## src/rtl/rf_writeback_ctrl_pkg.sv

```systemverilog
// rtl/rf_writeback_ctrl_pkg.sv - shared sizes and types for the register-file writeback controller
package rf_ctrl_pkg;

  localparam int AW    = 3;
  localparam int DW    = 32;
  localparam int IW    = 8;
  localparam int NREGS = 8;

  typedef logic [AW-1:0] reg_addr_t;

  typedef enum logic {
    SRC_ALU = 1'b0,
    SRC_IMM = 1'b1
  } wb_src_e;

  localparam reg_addr_t ZERO_REG = '0;

endpackage

```

## src/rtl/rf_writeback_ctrl_if.sv

```systemverilog
// rtl/rf_writeback_ctrl_if.sv - ALU and immediate writeback request channels
interface rf_writeback_ctrl_if #(
  parameter int AW = rf_ctrl_pkg::AW,
  parameter int DW = rf_ctrl_pkg::DW,
  parameter int IW = rf_ctrl_pkg::IW
);

  logic          alu_req;
  logic [AW-1:0] alu_addr;
  logic [DW-1:0] alu_data;
  logic          alu_gnt;

  logic          imm_req;
  logic [AW-1:0] imm_addr;
  logic [IW-1:0] imm_data;
  logic          imm_gnt;

  modport master (
    output alu_req, alu_addr, alu_data,
    input  alu_gnt,
    output imm_req, imm_addr, imm_data,
    input  imm_gnt
  );

  modport slave (
    input  alu_req, alu_addr, alu_data,
    output alu_gnt,
    input  imm_req, imm_addr, imm_data,
    output imm_gnt
  );

endinterface

```

## src/rtl/rf_writeback_ctrl_rr_arbiter2.sv

```systemverilog
// rtl/rf_writeback_ctrl_rr_arbiter2.sv - two-requester round-robin arbiter with last-grant pointer
module rr_arbiter2
  import rf_ctrl_pkg::*;
(
  input  logic clk,
  input  logic rst,
  input  logic req_alu,
  input  logic req_imm,
  output logic gnt_alu,
  output logic gnt_imm
);

  wb_src_e last_q, last_d;

  // Reset to IMM so the ALU wins the first conflict.
  always_ff @(posedge clk or negedge rst) begin
    if (!rst) begin
      last_q <= SRC_IMM;
    end else begin
      last_q <= last_d;
    end
  end

  always_comb begin
    gnt_alu = 1'b0;
    gnt_imm = 1'b0;
    last_d  = last_q;

    if (req_alu && req_imm) begin
      if (last_q == SRC_IMM) begin
        gnt_alu = 1'b1;
      end else begin
        gnt_imm = 1'b1;
      end
    end else if (req_alu) begin
      gnt_alu = 1'b1;
    end else if (req_imm) begin
      gnt_imm = 1'b1;
    end

    if (gnt_alu) begin
      last_d = SRC_ALU;
    end else if (gnt_imm) begin
      last_d = SRC_IMM;
    end
  end

endmodule

```

## src/rtl/rf_writeback_ctrl.sv

```systemverilog
// rtl/rf_writeback_ctrl.sv - register-file write-port controller with pending-write scoreboard
module rf_writeback_ctrl #(
  parameter int NREGS = rf_ctrl_pkg::NREGS,
  parameter int AW    = rf_ctrl_pkg::AW,
  parameter int DW    = rf_ctrl_pkg::DW,
  parameter int IW    = rf_ctrl_pkg::IW
) (
  input  logic             clk,
  input  logic             rst,
  rf_writeback_ctrl_if.slave wb,
  input  logic             rsv_valid,
  input  logic [AW-1:0]    rsv_addr,
  input  logic [AW-1:0]    rd_a1,
  input  logic [AW-1:0]    rd_a2,
  output logic             hazard,
  output logic             rf_we,
  output logic [AW-1:0]    rf_a3,
  output logic [DW-1:0]    rf_wd,
  output logic [NREGS-1:0] pending
);

  import rf_ctrl_pkg::*;

  logic             alu_gnt;
  logic             imm_gnt;
  logic [AW-1:0]    win_addr;
  logic [DW-1:0]    win_data;
  logic             launch;
  logic [NREGS-1:0] pending_d;

  rr_arbiter2 u_arb (
    .clk     (clk),
    .rst     (rst),
    .req_alu (wb.alu_req),
    .req_imm (wb.imm_req),
    .gnt_alu (alu_gnt),
    .gnt_imm (imm_gnt)
  );

  assign wb.alu_gnt = alu_gnt;
  assign wb.imm_gnt = imm_gnt;

  always_comb begin
    win_addr = wb.imm_addr;
    win_data = DW'(wb.imm_data);
    if (alu_gnt) begin
      win_addr = wb.alu_addr;
      win_data = wb.alu_data;
    end
  end

  // Writes to r0 are granted and consumed but never reach the file.
  assign launch = (alu_gnt || imm_gnt) && (win_addr != ZERO_REG);

  always_ff @(posedge clk or negedge rst) begin
    if (!rst) begin
      rf_we <= 1'b0;
      rf_a3 <= '0;
      rf_wd <= '0;
    end else begin
      rf_we <= launch;
      if (launch) begin
        rf_a3 <= win_addr;
        rf_wd <= win_data;
      end
    end
  end

  // Clear on commit first, then set, so a same-cycle reservation survives.
  always_comb begin
    pending_d = pending;
    if (rf_we) begin
      pending_d[rf_a3] = 1'b0;
    end
    if (rsv_valid && (rsv_addr != ZERO_REG)) begin
      pending_d[rsv_addr] = 1'b1;
    end
  end

  always_ff @(posedge clk or negedge rst) begin
    if (!rst) begin
      pending <= '0;
    end else begin
      pending <= pending_d;
    end
  end

  assign hazard = ((rd_a1 != ZERO_REG) && pending[rd_a1]) ||
                  ((rd_a2 != ZERO_REG) && pending[rd_a2]);

endmodule

```

## src/flat_wrapper.sv

```systemverilog
// flat-port wrapper written by rule: the top's interface ports become plain ports
module rf_writeback_ctrl_flat import rf_ctrl_pkg::*;
#(
  parameter int NREGS = rf_ctrl_pkg::NREGS,
  parameter int AW    = rf_ctrl_pkg::AW,
  parameter int DW    = rf_ctrl_pkg::DW,
  parameter int IW    = rf_ctrl_pkg::IW
)
  (clk, rst, rsv_valid, rsv_addr, rd_a1, rd_a2, hazard, rf_we, rf_a3, rf_wd, pending, wb_alu_req, wb_alu_addr, wb_alu_data, wb_alu_gnt, wb_imm_req, wb_imm_addr, wb_imm_data, wb_imm_gnt);
  rf_writeback_ctrl_if #(.AW(AW), .DW(DW), .IW(IW)) wb_i ();
  input  logic clk;
  input  logic rst;
  input  logic rsv_valid;
  input  logic [AW-1:0] rsv_addr;
  input  logic [AW-1:0] rd_a1;
  input  logic [AW-1:0] rd_a2;
  output logic hazard;
  output logic rf_we;
  output logic [AW-1:0] rf_a3;
  output logic [DW-1:0] rf_wd;
  output logic [NREGS-1:0] pending;
  input wire logic [$bits(wb_i.alu_req)-1:0] wb_alu_req;
  input wire logic [$bits(wb_i.alu_addr)-1:0] wb_alu_addr;
  input wire logic [$bits(wb_i.alu_data)-1:0] wb_alu_data;
  output wire logic [$bits(wb_i.alu_gnt)-1:0] wb_alu_gnt;
  input wire logic [$bits(wb_i.imm_req)-1:0] wb_imm_req;
  input wire logic [$bits(wb_i.imm_addr)-1:0] wb_imm_addr;
  input wire logic [$bits(wb_i.imm_data)-1:0] wb_imm_data;
  output wire logic [$bits(wb_i.imm_gnt)-1:0] wb_imm_gnt;
  assign wb_i.alu_req = wb_alu_req;
  assign wb_i.alu_addr = wb_alu_addr;
  assign wb_i.alu_data = wb_alu_data;
  assign wb_alu_gnt = wb_i.alu_gnt;
  assign wb_i.imm_req = wb_imm_req;
  assign wb_i.imm_addr = wb_imm_addr;
  assign wb_i.imm_data = wb_imm_data;
  assign wb_imm_gnt = wb_i.imm_gnt;
  rf_writeback_ctrl #(.NREGS(NREGS), .AW(AW), .DW(DW), .IW(IW)) u_core (.clk(clk), .rst(rst), .wb(wb_i), .rsv_valid(rsv_valid), .rsv_addr(rsv_addr), .rd_a1(rd_a1), .rd_a2(rd_a2), .hazard(hazard), .rf_we(rf_we), .rf_a3(rf_a3), .rf_wd(rf_wd), .pending(pending));
endmodule
```

## config.mk

```make
export PLATFORM = sky130hd
export DESIGN_NAME = rf_writeback_ctrl_flat
export DESIGN_NICKNAME = d
export VERILOG_FILES = /design/src/rtl/rf_writeback_ctrl_pkg.sv /design/src/rtl/rf_writeback_ctrl_if.sv /design/src/rtl/rf_writeback_ctrl_rr_arbiter2.sv /design/src/rtl/rf_writeback_ctrl.sv /design/src/flat_wrapper.sv
export SDC_FILE = /design/constraint.sdc
export NUM_CORES = 1
export LEC_CHECK = 0
export CAP_MARGIN = 20
export CORE_ASPECT_RATIO = 0.9
export CORE_UTILIZATION = 43
export CTS_BUF_LIST = sky130_fd_sc_hd__clkbuf_2 sky130_fd_sc_hd__clkbuf_4 sky130_fd_sc_hd__clkbuf_8
export DETAILED_ROUTE_END_ITERATION = 8
export PLACE_DENSITY = 0.88
export SETUP_SLACK_MARGIN = 0.2
export SYNTH_ARGS = -nofsm -noshare
export SYNTH_HDL_FRONTEND = slang
export SYNTH_HIERARCHICAL = 1
export SYNTH_SLANG_ARGS = --single-unit
```

## constraint.sdc

```tcl
create_clock -name clk -period 4.86 [get_ports clk]
set_input_delay 0.972 -clock clk [delete_from_list [all_inputs] [get_ports clk]]
set_output_delay 0.972 -clock clk [all_outputs]
set_load 0.01 [all_outputs]
```

==> out/summary.md, run 1 <==
The flow ran to the end, and the final reports show no timing, DRC or antenna violations. The DRC violations left came out at 0. The number of hold-slack violations in the final timing report is 0, and the clock network fraction of total power is 0.234. Setup total negative slack on the finished layout was measured at 0 ns. The share of the synthesized area in the top cell type is 0.559, and the portion of netlist area occupied by mux cells is 0.151. The number of buffers and inverters on the critical path works out to 3. On the final layout, the worst hold slack is 0.497 ns. The number of distinct library cells after synthesis came out at 30.

Power spread over the standard cell area amounts to 374 nW/um^2. Among cell families on the critical path, the largest total delay comes from buffers and inverters. Row generation in the floorplan step produced 22 rows. The fraction of synthesized cell area in xor and xnor cells was 0.

In this run the critical register-to-register path is captured at u_core/rf_wd[3]$_DFFE_PN0P_. Setup violations remaining at the end of the flow were counted as 0. The number of synthesized flops with an enable pin was 0; the max-capacitance violation count was 0. Dominant register cell in the synthesized netlist: sky130_fd_sc_hd__dfrtp_1. For the total global routing track utilization, the log shows 0.209. Setup repair after global routing left no endpoint under its margin. The reg2reg setup slack is 2.14 ns, and the total routed wirelength is 4680 um. Summed over all cells, the static leakage comes to 1.35 nW. Post-synthesis share of cell area spent on and, or, nand and nor gates: 0.0572. The run gives 859 uW as the cell-internal power. The logs give 0.428 for the power share of the sequential group and 4850 um^2 for the full die area. Compared with the post-synthesis result, the final layout area differs by 61.6%. The post-layout minimum cycle time was 3.71 ns. In the post-synthesis netlist, the biggest area contributors are sky130_fd_sc_hd__dfrtp_1 56%, sky130_fd_sc_hd__a22o_1 11%, sky130_fd_sc_hd__mux2_2 5.7%. In this run, CTS created clock tree buffers numbering 5. The number of cells in the design after placement is 310, and the number of gates resized after CTS is 0. The number of H-tree levels was 2. The tools report the worst hold endpoint as u_core/rf_wd[0]$_DFFE_PN0P_. The Yosys step of the flow raised 6 warnings. Derived from the worst setup path, the maximum achievable clock frequency is 0.270 GHz.

Synthesis inferred 45 register bits. Dividing the detail-routed wire length by the instance count gives 14.7 um. TritonCTS built the clock tree.

The first global-routing pass estimated 7590 um of wire. The logs give 0 for the initial antenna violation count and 0 for the number of pins with negative max-slew slack in the final report. Normalized max-slew margin: 0.376. The clock slew at the register clock pins of the worst setup and hold paths was 0.07 ns. The tools report the largest net degree at the start of global routing as 46.

The cell that appears most often on the critical path is sky130_fd_sc_hd__clkdlybuf4s50_1. Across all setup checks in the final design, the least slack found is 1.15 ns. The fraction of layout instances using a drive strength above 1 was 0.116; the synthesized net count was 209. The placeable core region was 4240 um^2.

On the final layout, the worst clock skew is 0.00468 ns. The required time of the critical path came out at 3.89 ns. The via count of the first global-routing pass is 1,618, and the hold path depth is 1. The highest cell delay on the worst timing path was 0.55 ns; the placed wire-length estimate after detailed placement was 3500 um.

VDD sags by at most 0.201 mV. Dividing the synthesized area by the synthesized cell count gives 13.2 um^2. The y dimension of the die was 66.2 um.

Count of hold buffers inserted by post-cts repair: 0. In this run the remaining antenna-violating nets after routing total 0. During I/O placement, the number of pins put on the boundary was 107. By instance count, the leading cell after synthesis is sky130_fd_sc_hd__dfrtp_1. Number of clock sinks: 45. The net switching power figure came out at 331 uW. Counting along the longest clock path gives a buffer depth of 2. The part of the power in combinational logic was 0.338; the via count of the routed design was 1,622. The run gives 0 as the number of setup buffers added after CTS. The horizontal extent of the die was 73.3 um. STA puts the critical path data arrival time at 2.74 ns.

The tightest min-delay check is of the flop to flop type. The cell at the root of the clock tree was sky130_fd_sc_hd__clkbuf_8. The count of port buffers added during placement was 106; the post-place setup slack was 1.16 ns. The kind of critical path was input pin to primary output. The slowest stage of the critical path is the sky130_fd_sc_hd__clkdlybuf4s50_1 cell.

The finished layout holds 318 standard cells, fillers aside. After global routing the overflow that remains totals 0. The launching instance or port of the critical path is wb_alu_req. The number of vias per cell was 5.10. In the final design database the tool counted 317 nets. The post-synthesis cell area is 1970 um^2.

The detailed-router iteration count before antenna repair came out at 4. The commonest cells after synthesis are 44 x sky130_fd_sc_hd__dfrtp_1, 24 x sky130_fd_sc_hd__a22o_1, 11 x sky130_fd_sc_hd__o21ai_0. By area, the combinational part of the netlist is dominated by compound AO/OA/AOI/OAI gates. The final period utilization works out to 0.763. Share of synthesized flip-flops with an asynchronous set or reset: 1.00. In this run the most critical hold path is launched from u_core/rf_wd[0]$_DFFE_PN0P_. The switching power as a share of total power was 0.278; the depth of the worst register-to-register path was 6. The gate count of the mapped netlist was 149. The critical path goes through clkdlybuf4s50_1, a21boi_1, buf_4, clkdlybuf4s50_1. 0 antenna diodes ended up in the layout. The run gives 0.838 as the placer's final routability congestion estimate. The worst reg2reg path startpoint is u_core/u_arb/last_q$_DFFE_PN1P_. STA classifies the critical path startpoint as an input pin.

At the pin with the least slew margin, the transition time is 0.936 ns. Along the worst path, the maximum fanout reaches 9. Compound-gate portion of the synthesized area: 0.188. The clock latency at the later pin of the worst-skew pair is 0.28 ns, and the arithmetic-cell share of the synthesized area counting full adders, half adders and majority gates is 0. The post-synthesis sequential area ratio is 0.573.

Cell accounting for the most synthesized area: sky130_fd_sc_hd__dfrtp_1. Category of the worst setup path capture point: a primary output. The first-iteration detailed-routing DRC count came out at 77. The starting density of the core was 0.464.
[cells by family (layout without fill, tap and decap cells)]
group,count (synthesis),in the layout
muxes,24,24
AOI/OAI and AO/OA,49,49
buffers and inverters,10,119
and+or+nand+nor,21,21
DFF,45,45
[worst max path at each step]
stage,endpoint,slack [ns],depth (start not counted)
2_1_floorplan,hazard,2.25,3
3_3_place_gp,wb_alu_gnt,1.20,4
3_5_place_dp,wb_alu_gnt,1.16,4
4_1_cts,wb_alu_gnt,1.16,4
5_1_grt,wb_alu_gnt,1.04,4
6_report,wb_alu_gnt,1.15,4
[power by group through the flow]
stage	Clock (mW)	Sequential, mW	Combinational, mW
after floorplan	0	0.538	0.138
after global placement	0	0.514	0.396
final	0.278	0.509	0.402
after detailed placement	0	0.516	0.404
after CTS	0.288	0.511	0.406
after global routing	0.306	0.521	0.433
[metrics by stage]
step / total power [mW] / cell area [um^2] / utilization
CTS: 1.21 / 3180 / 0.750
finish: 1.19 / 3180 / 0.750
global route: 1.26 / 3180 / 0.750
detailed placement: 0.921 / 3070 / 0.723
global placement: 0.910 / 3070 / 0.723
floorplan: 0.676 / 1970 / -
[flip-flops by register name, indices dropped and copies added, names as in the netlist]
name,count
u_core/pending,8
u_core/rf_a3,3
u_core/rf_wd,32
u_core/rf_we,1
u_core/u_arb/last_q,1
[cell type report]
| class | count | area [um^2] |
|---|---|---|
| Sequential cell | 45 | 1130 |
| Timing Repair Buffer | 108 | 1070 |
| Fill cell | 326 | 1060 |
| Multi-Input combinational cell | 94 | 781 |
| Clock buffer | 6 | 76.3 |
| Tap cell | 60 | 75.1 |
| Clock inverter | 2 | 38.8 |
| Inverter | 3 | 11.3 |
[routing by layer]
metal / part of all wire / vias to the layer above / track usage / routed length, um
met5: 0 / - / 0 / 0
met2: 0.50 / 66 / 0.354 / 2340
li1: - / 774 / - / -
met1: 0.42 / 780 / 0.259 / 1980
met4: 0.0045 / 0 / 0.0649 / 21
met3: 0.073 / 2 / 0.0595 / 340
[layout by cell type, fill, tap and decap left out]
master / netlist / layout
sky130_fd_sc_hd__clkdlybuf4s50_1: 0 / 105
sky130_fd_sc_hd__dfrtp_1: 44 / 44
sky130_fd_sc_hd__a22o_1: 24 / 24
sky130_fd_sc_hd__o21ai_0: 11 / 11
sky130_fd_sc_hd__mux2_2: 10 / 10
sky130_fd_sc_hd__nand2_1: 7 / 7
sky130_fd_sc_hd__nand2b_1: 6 / 6
sky130_fd_sc_hd__mux2i_1: 6 / 6
sky130_fd_sc_hd__clkbuf_8: 0 / 5
sky130_fd_sc_hd__o31ai_1: 3 / 3
sky130_fd_sc_hd__mux2_4: 3 / 3
sky130_fd_sc_hd__mux2_1: 3 / 3
sky130_fd_sc_hd__buf_4: 2 / 2
sky130_fd_sc_hd__o21ai_1: 2 / 2
sky130_fd_sc_hd__mux4_2: 2 / 2
sky130_fd_sc_hd__inv_1: 2 / 2
sky130_fd_sc_hd__and3_1: 2 / 2
sky130_fd_sc_hd__a221o_1: 2 / 2
sky130_fd_sc_hd__nor2_1: 3 / 2
sky130_fd_sc_hd__a211oi_1: 2 / 2
sky130_fd_sc_hd__nor3_1: 2 / 2
sky130_fd_sc_hd__clkinv_4: 0 / 1
sky130_fd_sc_hd__bufinv_16: 0 / 1
sky130_fd_sc_hd__clkbuf_4: 0 / 1
sky130_fd_sc_hd__buf_2: 2 / 1
sky130_fd_sc_hd__o31a_1: 1 / 1
sky130_fd_sc_hd__nor4b_2: 1 / 1
sky130_fd_sc_hd__a21o_1: 1 / 1
sky130_fd_sc_hd__inv_2: 1 / 1
sky130_fd_sc_hd__nor2_2: 0 / 1
sky130_fd_sc_hd__a21boi_0: 1 / 1
sky130_fd_sc_hd__a21oi_1: 1 / 1
sky130_fd_sc_hd__a21boi_1: 1 / 1
sky130_fd_sc_hd__dfstp_2: 1 / 1
Power figures use the tool's default switching activity.
==> inputs of run 2 (changes only) <==
Settings changed: CORE_UTILIZATION 43 to 40, PLACE_DENSITY 0.88 to 0.82.
Clock period 4.86 ns to 3.5 ns, I/O delays scaled along.
==> run 2 against run 1 <==
Effect of this change:
- critical path depth grew 1
- register-to-register slack worse by 0.78 ns
- via count increased by 1.8%
- sequential cell count unchanged
- global-route usage fell by 1.7 points
- clock skew rose by 0.0037 ns
- critical endpoint is now hazard
- worst setup slack got worse by 0.78 ns
- critical path type unchanged
==> out/summary.md, run 2 (same netlist as run 1, synthesis figures left out) <==
The number of pins with negative max-slew slack in the final report was 0 (unchanged). The number of clock buffers inserted by TritonCTS came out at 5 (unchanged). The hold path depth works out to 1 (unchanged). The detailed-router iteration count before antenna repair is 4 (unchanged).

Class of the most critical hold timing path: flop to flop. The maximum vdd drop is 0.242 mV (+20%). The via count of the first global-routing pass is 1,616 (-0.12%). Number of gates resized after CTS: 0 (unchanged). The actual transition at the worst max-transition pin is 0.963 ns (+0.0270 ns), and the required time of the critical path is 2.80 ns (-1.09 ns).

For the worst-case setup margin in the final layout, the log shows 0.369 ns (-0.781 ns). The number of vias per cell is 5.11 (+0.27%), and the post-layout minimum cycle time is 3.13 ns. The run gives 2 (unchanged) as the number of H-tree levels.

The run gives 0 (unchanged) as the DRC violations left. The fraction of layout instances using a drive strength above 1 is 0.123 (+0.00633), and the maximum net fanout on the critical path is 4 (-5). The full die area was 5210 um^2 (+7.3%); the area of the multi-input gates was 778 um^2 (-0.32%).

The worst reg2reg path startpoint is u_core/u_arb/last_q$_DFFE_PN1P_. The clock latency at the later pin of the worst-skew pair came out at 0.30 ns (+0.02 ns). The run gives 350 (+7.4%) as the count of fill cells added during filler insertion. The worst hold path terminates at u_core/rf_wd[1]$_DFFE_PN0P_. The count of port buffers added during placement is 106 (unchanged), and the area taken by flip-flops and latches is 1130 um^2 (unchanged). Post-route total power: 1.67 mW (+40%).

The starting density of the core was 0.430 (-0.0342). In this run the most critical hold path is launched from u_core/rf_wd[1]$_DFFE_PN0P_. The run gives 0 ns (unchanged) as the sum of negative setup slack. From synthesis to final layout, the design area changed by 62.7%. The placed wire-length estimate after detailed placement was 3620 um (+3.5%).

The run gives 0.499 ns (+0.00191 ns) as the minimum hold slack. The number of primary I/O pins came out at 107 (unchanged). The logs give 84 (+9.1%) for the first-iteration detailed-routing DRC count and 1.37 nW (+1.1%) for the leakage power.

For the via count of the routed design, the log shows 1,652 (+1.8%). The flow ran to the end, and the final reports show no timing, DRC or antenna violations. TritonCTS built the clock tree.

The run gives 0.193 (-0.0166) as the total global routing track utilization. The number of setup buffers added after CTS was 0 (unchanged). The total inserted antenna cells was 0 (unchanged); the depth of the worst register-to-register path was 7 (+1). The tools report the wire length of the first global-routing pass as 7720 um (+1.7%). The y dimension of the die works out to 68.5 um (+3.6%). The tools report the count of hold buffers inserted by post-cts repair as 0 (unchanged). The kind of critical path is input pin to primary output.

The logs give 4900 um (+4.9%) for the total routed wirelength and 2.43 ns (-0.31 ns) for the signal arrival time at the worst endpoint. The kind of launch point of the worst setup path is an input pin. The placer's final routability congestion estimate was 0.734 (-12%); the placement row count was 23 (+4.5%).

Static timing analysis puts the maximum clock frequency at 0.319 GHz. In the final layout, the registers with the most flip-flops are u_core/rf_wd x32, u_core/pending x8, u_core/rf_a3 x3. Leaving out fill and tap cells, the most frequent cells in the layout are 105 x sky130_fd_sc_hd__clkdlybuf4s50_1, 44 x sky130_fd_sc_hd__dfrtp_1, 24 x sky130_fd_sc_hd__a22o_1, 11 x sky130_fd_sc_hd__o21ai_0, 10 x sky130_fd_sc_hd__mux2_2. The number of hold-slack violations in the final timing report was 0 (unchanged).

For the largest net degree at the start of global routing, the log shows 46 (unchanged). STA classifies the critical path endpoint as a primary output. The reg2reg setup slack was 1.36 ns (-0.78 ns); the flip-flop count of the largest register, all copies and words added was 32 (unchanged). The overall overflow remaining after global route is 0 (unchanged), and the horizontal extent of the die is 75.9 um (+3.6%). The tools report the cell at the root of the clock tree as sky130_fd_sc_hd__clkbuf_8. The final period utilization is 0.895, and the post-place setup slack is 0.373 ns (-0.790 ns). The placeable core region came out at 4580 um^2 (+7.9%). The routed length per instance was 15.2 um (+3.2%); the residual antenna-violating net count after detailed routing was 0 (unchanged). The normalized max-slew margin was 0.358 (-0.0180). Setup repair after global routing left no endpoint under its margin. The largest register by flop count is u_core/rf_wd. The most common cell after layout, fill and taps aside was sky130_fd_sc_hd__clkdlybuf4s50_1. The run gives 0 (unchanged) as the number of setup violations in the final report.

The worst register-to-register path ends at u_core/rf_wd[0]$_DFFE_PN0P_. The power density over the cells is 521 nW/um^2 (+39%). The max-capacitance violation count is 0 (unchanged). The logs give 2 (unchanged) for the worst-case clock buffer depth and 0.00836 ns (+0.00368 ns) for the final clock skew. For the initial antenna violation count, the log shows 0 (unchanged). For the number of clock sinks, the log shows 45 (unchanged). For the net count reported at finish, the log shows 320 (+0.95%). The clock slew at the register clock pins of the worst setup and hold paths works out to 0.08 ns (about the same).
run 2: layer usage:
layer | track usage | vias up | part of all wire
met5 | 0 | - | 0
met1 | 0.240 | 792 | 0.43
met2 | 0.315 | 70 | 0.48
li1 | - | 783 | -
met4 | 0.0938 | 0 | 0.016
met3 | 0.0579 | 7 | 0.074
run 2: worst max-delay path by stage:
stage                          start                           to
after floorplan           wb_imm_req  u_core/rf_wd[5]$_DFFE_PN0P_
after global placement      rd_a2[0]                       hazard
after detailed placement    rd_a2[0]                       hazard
after CTS                   rd_a2[0]                       hazard
after global routing        rd_a2[0]                       hazard
final                       rd_a2[0]                       hazard
run 2: power by group:
part	total [mW]	internal, mW	switching [mW]
Clock	0.397	0.222	0.175
Sequential	0.709	0.621	0.0874
Combinational	0.564	0.353	0.211
Total	1.67	1.20	0.473
run 2: area by class of cell:
type,count,share of cell area
well taps,62,0.0242
flip-flops and latches,45,0.352
clock buffers,6,0.0238
multi-input cells,94,0.243
repair buffers,111,0.341
inverters,3,0.00352
clock inverters,2,0.0121
run 2: stage by stage:
step                      instances   util  instance area [um^2]
after floorplan                 149      -                  1970
after global placement          315  0.675                  3090
after detailed placement        315  0.675                  3090
after CTS                       323  0.700                  3200
after global routing            323  0.700                  3200
final                           323  0.700                  3200
run 2: worst max-delay path, cell delays in order:
cell and delay (ns):
sky130_fd_sc_hd__clkdlybuf4s50_1 0.56, sky130_fd_sc_hd__mux2i_1 0.10, sky130_fd_sc_hd__mux4_2 0.47, sky130_fd_sc_hd__nand2_1 0.08, sky130_fd_sc_hd__clkdlybuf4s50_1 0.52
